===== config.mk =====
export PLATFORM = sky130hd
export DESIGN_NAME = fetch_ifid
export DESIGN_NICKNAME = d
export VERILOG_FILES = /design/src/rtl/fetch_ifid.sv
export SDC_FILE = /design/constraint.sdc
export NUM_CORES = 1
export LEC_CHECK = 0
export ABC_AREA = 0
export CORE_MARGIN = 2
export CORE_UTILIZATION = 53
export DETAILED_ROUTE_END_ITERATION = 10
export MAX_ROUTING_LAYER = met4
export PLACE_DENSITY = 0.85
export SYNTH_ARGS = -nofsm -noshare
export SYNTH_HDL_FRONTEND = slang
export SYNTH_SLANG_ARGS = --single-unit

===== constraint.sdc =====
create_clock -name clk -period 3.59 [get_ports clk]
set_input_delay 1.077 -clock clk [delete_from_list [all_inputs] [get_ports clk]]
set_output_delay 1.077 -clock clk [all_outputs]
set_load 0.01 [all_outputs]

===== src/rtl/fetch_ifid.sv =====
// fetch_ifid: PC + imem request handshake, IF/ID register with one-entry skid, branch redirect; 1 instr/cycle, valid_d 2 edges after reset.
// Stall holds IF/ID and parks a returned word in the skid; FETCH_MISALIGN_TRAP_EN enables the misaligned-redirect FAULT state.
module fetch_ifid #(
  parameter int              PC_W     = 64,
  parameter logic [PC_W-1:0] RESET_PC = '0
) (
  input  logic            clk,
  input  logic            reset,
  output logic            imem_req,
  output logic [PC_W-1:0] imem_addr,
  input  logic            imem_valid,
  input  logic [31:0]     imem_rdata,
  input  logic            stall_d,
  input  logic            redirect,
  input  logic [PC_W-1:0] redirect_pc,
  output logic            valid_d,
  output logic [31:0]     instr_d,
  output logic [PC_W-1:0] pc_d,
  output logic [10:0]     op_d,
  output logic            fetch_fault
);

  typedef struct packed {
    logic [31:0]     instr;
    logic [PC_W-1:0] pc;
  } entry_t;

  typedef enum logic [2:0] {
    S_IDLE,
    S_REQ,
    S_HOLD,
    S_DRAIN
`ifdef FETCH_MISALIGN_TRAP_EN
    , S_FAULT
`endif
  } state_t;

  state_t          state, state_nxt, resume_st;
  logic [PC_W-1:0] pc, drain_pc, redir_tgt;
  entry_t          skid;
  logic            accept, redir_live;

  assign accept = !valid_d || !stall_d;
  assign op_d   = instr_d[31:21];

`ifdef FETCH_MISALIGN_TRAP_EN
  logic fault_q, trap;
  // Once a fault is pending, further redirects are ignored; only reset clears it.
  assign redir_live  = redirect && !fault_q;
  assign trap        = redir_live && (redirect_pc[1:0] != 2'b00);
  assign redir_tgt   = redirect_pc;
  assign resume_st   = (fault_q || trap) ? S_FAULT : S_REQ;
  assign fetch_fault = fault_q;
`else
  assign redir_live  = redirect;
  assign redir_tgt   = redirect_pc & ~(PC_W'(3));
  assign resume_st   = S_REQ;
  assign fetch_fault = 1'b0;
`endif

  always_ff @(posedge clk) begin
    if (reset) state <= S_IDLE;
    else       state <= state_nxt;
  end

  always_comb begin
    state_nxt = state;
    case (state)
      S_IDLE:  state_nxt = resume_st;
      S_REQ: begin
        // A redirect with no response yet must drain the in-flight request first.
        if (redir_live)                    state_nxt = imem_valid ? resume_st : S_DRAIN;
        else if (imem_valid && !accept)    state_nxt = S_HOLD;
      end
      S_HOLD:  if (redir_live || !stall_d) state_nxt = resume_st;
      S_DRAIN: if (imem_valid)             state_nxt = resume_st;
      default: state_nxt = state;
    endcase
  end

  always_comb begin
    imem_req  = (state == S_REQ) || (state == S_DRAIN);
    imem_addr = (state == S_DRAIN) ? drain_pc : pc;
  end

  always_ff @(posedge clk) begin
    if (reset) begin
      pc       <= RESET_PC;
      drain_pc <= '0;
      skid     <= '0;
      valid_d  <= 1'b0;
      instr_d  <= '0;
      pc_d     <= '0;
`ifdef FETCH_MISALIGN_TRAP_EN
      fault_q  <= 1'b0;
`endif
    end else if (redir_live) begin
      pc      <= redir_tgt;
      valid_d <= 1'b0;
      skid    <= '0;
      if (state == S_REQ && !imem_valid) drain_pc <= pc;
`ifdef FETCH_MISALIGN_TRAP_EN
      if (trap) fault_q <= 1'b1;
`endif
    end else begin
      case (state)
        S_REQ: begin
          if (imem_valid) begin
            if (accept) begin
              instr_d <= imem_rdata;
              pc_d    <= pc;
              valid_d <= 1'b1;
            end else begin
              skid <= '{instr: imem_rdata, pc: pc};
            end
            pc <= pc + PC_W'(4);
          end else if (accept) begin
            valid_d <= 1'b0;
          end
        end
        S_HOLD: begin
          if (!stall_d) begin
            instr_d <= skid.instr;
            pc_d    <= skid.pc;
            valid_d <= 1'b1;
          end
        end
        default: if (accept) valid_d <= 1'b0;
      endcase
    end
  end

endmodule


==> flow_summary.toml, run 1 <==
[routing]
via_per_inst = 5.99
via_count = 14000
drtIter0Drc = 1151
wl_per_cell_um = 19.0
route.detailed.drc = 1
ant_nets = 0
totalWireLength_um = 44400
dr.pass1.iters = 8

[clock_network]
hold_buffers = 0
post_cts_buffers = 0
cts_root_buf = "clkbuf_16"
cts_resized = 0
clkTransAtPathRegs_ps = 60
cts.htree.levels = 2
cts_made_buffers = 35
clock-sinks = 315
cts_tree = "built"
clock_latency_ps = 510
clockBufferDepth = 3

[global_routing]
grt_pass1_vias = 13000
gr-total-overflow = 0
grt_pass1_wl_um = 69300
grt_antenna_before_repair = 2
grt.total_usage_pct = 30.5
grt_max_degree = 108

[cells_and_area]
final_nets = 2049
layout-drive-gt1-share_pct = 8.81
design_area_mm2 = 0.0186
area_growth_pct = 26.8
utilization_pct = 68.7

[worst_hold_path]
hold_class = "flop to flop"
min_from = "drain_pc[33]"
whs_path_depth = 2
hold_end = "drain_pc[33]"

[critical_path]
crit_chain = "ha_2, buf_12, nand2_1, o21ai_0, clkdlybuf4s50_1"
r2r-start = "state[1]"
critPathKind = "flop to output port"
r2r-end = "pc[49]"
reg2reg_depth = 7
cp-end-kind = "output port"
critical_path.max_fanout = 58
slowest_stage = "clkdlybuf4s50_1"
slowest_delay_ps = 630
startpoint_type = "flop"
r2r_slack_ps = 560
required_ps = 2510
arrival_ps = 2430

[logic_synthesis]
synth-edff-count = 0
syn_area_per_cell_um2 = 8.19
ys.flop_type = "dfxtp_1"
synth-warning-count = 0
async_reset_ff_share_pct = 0
syn-cell-area_mm2 = 0.0147
yosysTopAreaCellShare_pct = 42.9
yosysMostFrequentCell = "nand2_1"
netlist_instances = 1794
synth_cell_types = 61
synthTopCellsByCount = "366 x nand2_1, 315 x dfxtp_1, 175 x a21oi_1, 168 x nor2_1, 135 x clkbuf_1"
ys_ff_latch = 315
ys_seq_area_share_pct = 42.9
synth_top_area_cell = "dfxtp_1"
synthTopCellsByArea = "dfxtp_1 43%, nand2_1 9.3%, mux2i_1 6.6%"

[sta]
setup_viol = 0
rsz0062_at_grt = "false"
period_share_pct = 97.8
hold_viol_final = 0
tns_ps = 0
period_needed_ps = 3510
fmaxAchievable_ghz = 0.285
worst_slew_margin_rel_pct = 49.5
slew_viol_final = 0
worst_pin_slew_ps = 758
skew_ps = 20.4

[power]
peakVddDrop_v = 0.000382
powerDensity_mw_per_mm2 = 619
leakagePower_nw = 6.03

[floorplan]
die-area_mm2 = 0.0291
ioPinCount = 275
rows = 60
die_w_um = 171
core-area_mm2 = 0.0271
fp.dieH_um = 171
initial_core_util_pct = 54.2

[placed_design]
dp_hpwl_um = 29200
postPlaceCellArea_mm2 = 0.0175
gp_congestion = 0.950
numPortBuffers = 267

[flow_run]
maxCapViolations = 0

[run_status]
violations = "DRC"
outcome = "finished, violations left"
==> sequential cells by signal, summed over array words and instances, names as in the netlist <==
register and count:
drain_pc 62, instr_d 32, pc 62, pc_d 62, skid 94, state 2, valid_d 1
==> worst max-delay path by stage <==
stage	to	slack, ps	start	cells past startpoint
detailed placement	pc[49]	110	imem_valid	6
global placement	pc[45]	160	imem_valid	6
finish	imem_addr[23]	80	state[1]	5
CTS	imem_addr[63]	90	state[1]	4
floorplan	pc[53]	700	imem_valid	6
global route	imem_addr[23]	8	state[1]	5
==> stage by stage <==
stage          hold WS [ps]  std cells  power (mW)  setup slack (ps)
6_report                451       2338        11.5              78.8
5_1_grt                 469       2338        12.0              8.31
4_1_cts                 452       2336        11.6              90.8
3_5_place_dp            444       2278        7.98               112
3_3_place_gp            438       2278        7.88               160
2_1_floorplan           433       1798        6.37               704
==> cells by family (layout without fill, tap and decap cells) <==
logic type / after synthesis / in the layout / synth area share (%)
AOI/OAI and AO/OA: 358 / 358 / 15.4
xor gates and xnor gates: 33 / 33 / 1.97
adders and majority gates: 5 / 5 / 0.426
other: 1 / 7 / 0.0255
muxes: 154 / 154 / 11.0
and+or+nand+nor: 717 / 717 / 22.0
DFF: 315 / 315 / 42.9
buffers and inverters: 211 / 377 / 6.30
==> layer usage <==
metal | track usage (%) | up-vias | part of all wire (%) | wire, um
met3 | 3.91 | 125 | 8.0 | 3570
met1 | 39.3 | 6651 | 41 | 18300
met2 | 48.7 | 698 | 47 | 20900
li1 | - | 6538 | - | -
met4 | 12.0 | 0 | 3.7 | 1630
met5 | - | - | 0 | 0
==> layout by cell type (no fill, tap or decap), types with 34 or more instances in the layout <==
master | Yosys | layout
nand2_1 | 366 | 365
nor2_1 | 168 | 168
dfxtp_1 | 315 | 315
a211oi_1 | 118 | 118
clkdlybuf4s50_1 | 0 | 266
nand4_1 | 34 | 34
mux2_2 | 57 | 57
nand3_1 | 39 | 38
clkbuf_16 | 0 | 37
mux2i_1 | 97 | 97
a21oi_1 | 175 | 175
==> cell type report <==
type,count,area [um^2]
diodes,2,5.00
flip-flops and latches,315,6310
multi-input cells,1272,7530
fillers,2154,8470
repair buffers,307,3140
clock inverters,11,141
inverters,12,45.0
well taps,372,465
clock buffers,47,1000
==> power breakdown <==
part | switching, mW | internal [mW]
sequential | 0.361 | 3.96
clock | 1.42 | 2.18
combinational | 1.83 | 1.78
total | 3.61 | 7.92
==> worst max-delay path: cells and delay by family, from the launching register on <==
family / cells / cell delay [ps]
buffers and inverters: 2 / 940
flip-flops: 1 / 430
adder cells (fa/ha/maj): 1 / 250
AO/OA/AOI/OAI: 1 / 200
AND/OR/NAND/NOR: 1 / 90
(Power assumes the default switching activity.)
==> inputs of run 2 (changes only) <==
--- a/config.mk
+++ b/config.mk
@@ -6,7 +6,6 @@
 export NUM_CORES = 1
 export LEC_CHECK = 0
 export ABC_AREA = 0
-export CORE_MARGIN = 2
 export CORE_UTILIZATION = 53
 export DETAILED_ROUTE_END_ITERATION = 10
 export MAX_ROUTING_LAYER = met4
==> flow_summary.toml, run 2 (synthesized netlist as in run 1, its figures left out) <==
[run_status]
outcome = "complete, no violations"

[power]
power.total_mw = 11.4
pwr-share-clk_pct = 30.4
peakVddDrop_v = 0.000455
leakagePower_nw = 6.05
internal_power_mw = 7.86
powerDensity_mw_per_mm2 = 614
switching_power_mw = 3.56
comb_power_share_pct = 31.9
sw_frac_of_total_pct = 31.2
seqPwrFrac_pct = 37.7

[sta]
skew_ps = 11.6
tns_ps = 0
period_share_pct = 97.2
setup_ws_ps = 99.0
rsz0062_at_grt = "false"
worst_pin_slew_ps = 770
period_needed_ps = 3490
setup_viol = 0
hold_viol_final = 0
fmaxAchievable_ghz = 0.286
slew_viol_final = 0
worst_slew_margin_rel_pct = 48.7

[clock_network]
clockBufferDepth = 3
cts_root_buf = "clkbuf_16"
hold_buffers = 0
clkTransAtPathRegs_ps = 60
cts_made_buffers = 31
clock-sinks = 315
cts.htree.levels = 1
clock_latency_ps = 560
cts_tree = "built"

[worst_hold_path]
min_from = "skid[50]"
hold_end = "skid[50]"
hold_class = "flop to flop"
whs_path_depth = 2

[floorplan]
core-area_mm2 = 0.0271
initial_core_util_pct = 54.2
die_w_um = 169
fp.dieH_um = 169
die-area_mm2 = 0.0284
ioPinCount = 275
rows = 60

[placed_design]
dp_hpwl_um = 28900
place_inst = 2285
pre_cts_slack_ps = 113
gp_congestion = 0.916
numPortBuffers = 267

[routing]
via_per_inst = 5.93
wl_per_cell_um = 18.5
totalWireLength_um = 43400
dr.pass1.iters = 6
ant_nets = 0
via_count = 13900
route.detailed.drc = 0
drtIter0Drc = 1184

[critical_path]
path_buf_inv = 2
r2r_slack_ps = 600
r2r-end = "pc[53]"
crit_chain = "ha_4, buf_4, mux2_2, clkdlybuf4s50_1"
slowest_delay_ps = 490
required_ps = 2510
cpLargestDelayFamily = "buffers and inverters"
critical_path.max_fanout = 12
startpoint_type = "flop"
cp-end-kind = "output port"
critPathKind = "flop to output port"
slowest_stage = "clkdlybuf4s50_1"
arrival_ps = 2410
r2r-start = "state[1]"
reg2reg_depth = 7

[global_routing]
gr-total-overflow = 0
grt.total_usage_pct = 30.6
grt_busiest_layer = "met2"
grt_antenna_before_repair = 3
globalRouteMet1Util_pct = 37.7
grt_pass1_vias = 13100
grt_pass1_wl_um = 68400
grt_max_degree = 96
met2_usage_pct = 50.4
met3_usage_pct = 4.63

[cells_and_area]
utilization_pct = 68.7
final_cell_mix = "365 x nand2_1, 315 x dfxtp_1, 266 x clkdlybuf4s50_1"
layout-drive-gt1-share_pct = 9.28
stdcell_count = 2347
layout.cells.most_common = "nand2_1"
largest_reg_flops = 94
regMostFlops = "skid"
final_nets = 2055
area_growth_pct = 26.7

[flow_run]
maxCapViolations = 0
==> run 2: cell count changes in the layout (fill, tap and decap cells not counted), sizes merged <==
cell and delta:
buf +10, bufinv +1, clkbuf -1, diode +1
inv -2
==> run 2: worst max path at each step <==
stage	from	end	slack (ps)	cells after the start
final	state[1]	imem_addr[24]	100	4
after global routing	state[1]	imem_addr[24]	40	4
after CTS	state[1]	imem_addr[24]	60	4
after detailed placement	imem_valid	pc[49]	110	6
after global placement	imem_valid	pc[45]	160	6
after floorplan	imem_valid	pc[53]	700	6
==> run 2: power by group through the flow <==
stage                     Combinational [mW]  Sequential [mW]  Clock, mW
after detailed placement                3.61             4.38          0
after floorplan                         1.94             4.42          0
after global placement                  3.54             4.35          0
after CTS                               3.65             4.31       3.49
final                                   3.65             4.31       3.47
after global routing                    3.92             4.37       3.64
==> run 2: timing repair <==
action / CTS / global route
resized for setup: 1 / 0
setup endpoints to repair: 53 / 2
setup buffers: 0 / 3
pin swaps: 0 / 1
==> run 2: area by class of cell <==
| type | instances | area [um^2] |
|---|---|---|
| inverter | 12 | 45.0 |
| multi-input combinational | 1272 | 7540 |
| fill | 2080 | 8480 |
| antenna | 3 | 7.51 |
| sequential | 315 | 6310 |
| timing repair buffer | 317 | 3160 |
| clock buffer | 46 | 942 |
| clock inverter | 10 | 154 |
| tap | 372 | 465 |
==> run 2: through the flow <==
stage                     hold WS, ps  area (um^2)
after floorplan                   433        14700
after global placement            438        17500
after detailed placement          443        17500
after CTS                         452        18600
after global routing              468        18600
final                             453        18600
==> run 2: metal layers <==
metal / part of all wire (%) / wire length [um]
met5: 0 / 0
met1: 41 / 17800
met4: 3.4 / 1460
met2: 48 / 20700
met3: 7.9 / 3430
==> run 2: worst reg2reg max path: stages (launching register included) <==
cell and delay [ps]:
dfxtp_1 380, inv_1 110, ha_1 490, and4_1 390, nand4_2 160, or4b_4 610, or4_1 510, a311oi_1 260
